## src/rtl/wb_stage.sv

```systemverilog
// Write-back pipeline stage: one register between MEM and WB.
// Also generates the register-file write enable, WB->EX forwarding selects and a retire counter.
module wb_stage #(
  parameter int DATA_W = 64,
  parameter int ADDR_W = 5
) (
  input  logic              clk,
  input  logic              reset,
  input  logic              mem_valid,
  input  logic              mem_reg_write,
  input  logic              mem_mem_to_reg,
  input  logic [ADDR_W-1:0] mem_rd,
  input  logic [DATA_W-1:0] mem_alu_result,
  input  logic [DATA_W-1:0] mem_load_data,
  input  logic              stall,
  input  logic              flush,
  input  logic [ADDR_W-1:0] ex_rs1,
  input  logic [ADDR_W-1:0] ex_rs2,
  output logic              wb_en,
  output logic [ADDR_W-1:0] wb_rd,
  output logic [DATA_W-1:0] wb_data,
  output logic              wb_valid,
  output logic              fwd1,
  output logic              fwd2,
  output logic [31:0]       retire_cnt
);

  // The highest register address is hard-wired to zero and is never written.
  localparam logic [ADDR_W-1:0] ZERO_REG = '1;

  logic              valid_q;
  logic              reg_write_q;
  logic [ADDR_W-1:0] rd_q;
  logic [DATA_W-1:0] data_q;
  logic [31:0]       retire_q;

  logic [DATA_W-1:0] mem_wb_data;
  logic              retire;

  assign mem_wb_data = mem_mem_to_reg ? mem_load_data : mem_alu_result;

  // An instruction retires on the edge it leaves WB; a flush discards it instead.
  assign retire = valid_q && !stall && !flush;

  always_ff @(posedge clk or negedge reset) begin
    if (!reset) begin
      valid_q     <= 1'b0;
      reg_write_q <= 1'b0;
      rd_q        <= '0;
      data_q      <= '0;
    end else if (flush) begin
      valid_q     <= 1'b0;
      reg_write_q <= 1'b0;
      rd_q        <= '0;
      data_q      <= '0;
    end else if (!stall) begin
      valid_q     <= mem_valid;
      reg_write_q <= mem_reg_write;
      rd_q        <= mem_rd;
      data_q      <= mem_wb_data;
    end
  end

  always_ff @(posedge clk or negedge reset) begin
    if (!reset) begin
      retire_q <= '0;
    end else if (retire) begin
      retire_q <= retire_q + 32'd1;
    end
  end

  // Built from registered state only, so the write enable has no path from MEM, stall or flush.
  assign wb_en      = valid_q && reg_write_q && (rd_q != ZERO_REG);
  assign wb_rd      = rd_q;
  assign wb_data    = data_q;
  assign wb_valid   = valid_q;
  assign fwd1       = wb_en && (ex_rs1 == rd_q);
  assign fwd2       = wb_en && (ex_rs2 == rd_q);
  assign retire_cnt = retire_q;

endmodule

```

## config.mk

```make
export PLATFORM = sky130hd
export DESIGN_NAME = wb_stage
export DESIGN_NICKNAME = d
export VERILOG_FILES = /design/src/rtl/wb_stage.sv
export SDC_FILE = /design/constraint.sdc
export NUM_CORES = 1
export LEC_CHECK = 0
export ABC_CLOCK_PERIOD_IN_PS = 5100
export BUFFER_PORTS_ARGS = -buffer_cell sky130_fd_sc_hd__buf_2
export CELL_PAD_IN_SITES_DETAIL_PLACEMENT = 0
export CELL_PAD_IN_SITES_GLOBAL_PLACEMENT = 2
export CORE_MARGIN = 2
export CORE_UTILIZATION = 28
export CTS_CLUSTER_DIAMETER = 30
export DETAILED_ROUTE_END_ITERATION = 10
export PLACE_DENSITY = 0.94
export SYNTH_ARGS = -nofsm -noshare
export SYNTH_HDL_FRONTEND = slang
export SYNTH_SLANG_ARGS = --single-unit
```

## constraint.sdc

```tcl
create_clock -name clk -period 5.1 [get_ports clk]
set_input_delay 1.275 -clock clk [delete_from_list [all_inputs] [get_ports clk]]
set_output_delay 1.275 -clock clk [all_outputs]
set_load 0.02 [all_outputs]
```

==> out/qor.csv <==
metric;value;unit
skew final;0.0102;ns
synthesized net count;662;
internal power;1.34;mW
hold buffers post-CTS;0;
gpl congestion;0.731;
Worst Path Buf+Inv;2;
initial antenna violation count;3;
Filler Cell Count;1857;
switching share of power;0.295;
crit path launch type;primary input;
pin count of the biggest net entering global routing;85;
Area growth, synth to finish;34.7;%
layout cells sized above 1;0.369;
RSZ-0062 raised after global routing;no;
Synth cell types;27;
CORE AREA;17400;um^2
final critical-path share of the clock period;0.699;
Starting DRT DRC Count;123;
CP Class;primary input to primary output;
IO Port Bufs;254;
share of power burned in combinational logic;0.179;
CP endpoint kind;primary output;
clk root buf;clkbuf_16;
total negative slack;0;ns
post-CTS sizing;0;
worst-margin pin slew;1.02;ns
setup slack after layout;1.54;ns
CP delay by family, top;simple AND/OR/NAND/NOR gates;
status;finished, final reports clean;
FMAX;281;MHz
max-cap check violation count;0;
vias in the first global route;4138;
post-route insts no fill;978;
register area share after synthesis;0.514;
CTS max path bufs;2;
wire per inst;14.0;um
aggregate global routing overflow;0;
CP required;3.83;ns
clock network power share;0.347;
worst-skew pair later-pin latency;0.34;ns
via count;4382;
Yosys warnings;0;
leakage;3.69;nW
Chip Width;138;um
Hold WC Path Type;flop to flop;
I/O pin count;255;
footprint of the multi-input gates;2310;um^2
detailed placer's ending HPWL;10.0;mm
# DRC;0;
Register Area;2580;um^2
clk sinks;103;
Critical-path top delay cell;nor4_1;
Max VDD drop;0.000128;V
Worst-path clk slew;0.07;ns
pwr dens;281;nW/um^2
postcts setup bufs;0;
FP Rows;48;
number of synthesized flops with an enable pin;0;
Min Clock Period, post-route;3.56;ns
Total GRT Usage;0.145;
CTS tree;done;
Mapped Area;5010;um^2
CTS Buf Count;9;
Post-Place Cells;962;
Final Slew Violations;0;
post-layout net count;899;
Starting Density;0.288;
dpl ws;1.51;ns
global-route wire length before repair;21.3;mm
CP dominant cell by count;buf_2;
final setup fails;0;
Avg Cell Area, Syn;9.81;um^2
Final ANT Viol Nets;0;
final wirelength;13.7;mm
CP arrival;2.29;ns
Most used DFF post-synth;dfrtp_1;
Cells after Synth;511;
Rel. slew slack;0.317;
post-DR vias/cell;4.48;
H-tree levels;3;
crit path max fanout;1;
ys async rst share;1.00;
First-pass DRT Iterations;4;
FF+latch count, synth;103;
total die area;19000;um^2
sequential power share;0.475;
Final Hold Vio Count;0;
commonest non-fill, non-tap cell in the layout;buf_2;
die height;138;um
CP max stage delay;0.28;ns
ANT cells;0;
Cell Chain, Critical Path;buf_2 -> xnor2_1 -> nand3_1 -> nor4_1 -> buf_2;
switching power;560;uW
most frequent cells in the layout;buf_2, nor2_1, dfrtp_1;
==> final timing paths <==
| check | from | endpoint | slack [ns] | cells past startpoint |
|---|---|---|---|---|
| worst max-delay path | ex_rs1[4] | fwd1 | 1.54 | 5 |
| worst min-delay path | retire_cnt[31]$_DFFE_PN0P_ | retire_cnt[31]$_DFFE_PN0P_ | 0.48 | 1 |
| worst max register to register | retire_cnt[0]$_DFFE_PN0P_ | retire_cnt[30]$_DFFE_PN0P_ | 2.91 | 5 |
| worst min register to register | retire_cnt[31]$_DFFE_PN0P_ | retire_cnt[31]$_DFFE_PN0P_ | 0.48 | 1 |
| max in group asynchronous | reset | wb_rd[4]$_DFFE_PN0P_ | 3.38 | 2 |
| min in group asynchronous | reset | wb_data[4]$_DFFE_PN0P_ | 0.86 | 1 |
==> worst reg2reg max path: stages, from the launching register on <==
cell and delay, ns:
dfrtp_1 0.44, ha_1 0.23, nand4bb_4 0.15, nor4_2 0.85
nand4_1 0.23, xnor2_1 0.18
==> metal layers <==
layer	wire (um)	vias up	track usage
met2	6720	143	0.249
met4	182	6	0.0465
met1	5780	2014	0.178
met5	39	-	0
li1	-	2199	-
met3	945	20	0.0379
==> registers in the layout (all words and copies together), names as in the netlist <==
name and count:
wb_data 64, retire_cnt 32, wb_rd 5, reg_write_q 1
wb_valid 1
==> stage by stage <==
step / instance area [um^2] / util / total power, mW / hold WS (ns)
4_1_cts: 6760 / 0.388 / 1.94 / 0.482
2_1_floorplan: 5010 / - / 1.11 / 0.490
3_3_place_gp: 6480 / 0.372 / 1.26 / 0.462
3_5_place_dp: 6480 / 0.372 / 1.27 / 0.472
5_1_grt: 6760 / 0.388 / 2.01 / 0.501
6_report: 6760 / 0.388 / 1.90 / 0.479
==> cells by family (layout without fill, tap and decap cells) <==
| group | count (synthesis) | count (layout) | share of synthesized area |
|---|---|---|---|
| xor gates and xnor gates | 41 | 41 | 0.0716 |
| buffers and inverters | 33 | 275 | 0.0262 |
| AOI/OAI and AO/OA | 65 | 65 | 0.0654 |
| muxes | 71 | 71 | 0.142 |
| adders and majority gates | 1 | 1 | 0.00249 |
| and+or+nand+nor | 197 | 197 | 0.179 |
| DFF | 103 | 103 | 0.514 |
==> synth_stat cells, drive strengths merged (2+ instances only) <==
library cell | n | area [um^2]
dfrtp | 103 | 2580
a21oi | 64 | 320
xnor2 | 33 | 289
mux2i | 71 | 711
and2 | 2 | 12.5
nand3 | 13 | 65.1
and4 | 5 | 43.8
nand2 | 12 | 45.0
nand4 | 13 | 81.3
and3 | 3 | 18.8
xor2 | 8 | 70.1
nor2 | 139 | 522
buf | 17 | 71.3
nor4 | 4 | 46.3
clkbuf | 15 | 56.3
==> power by group through the flow <==
stage / Clock, mW / Sequential, mW / Combinational, mW
after global placement: 0 / 0.917 / 0.346
final: 0.658 / 0.901 / 0.339
after CTS: 0.690 / 0.903 / 0.348
after detailed placement: 0 / 0.917 / 0.348
after global routing: 0.724 / 0.908 / 0.381
after floorplan: 0 / 0.967 / 0.140
==> cell type report <==
cell class | instances | area share
timing repair buffer | 258 | 0.194
clock buffer | 9 | 0.0333
inverter | 1 | 0.000556
sequential | 103 | 0.381
clock inverter | 7 | 0.00796
multi-input combinational | 375 | 0.341
tap | 225 | 0.0417
(Power assumes the default switching activity.)
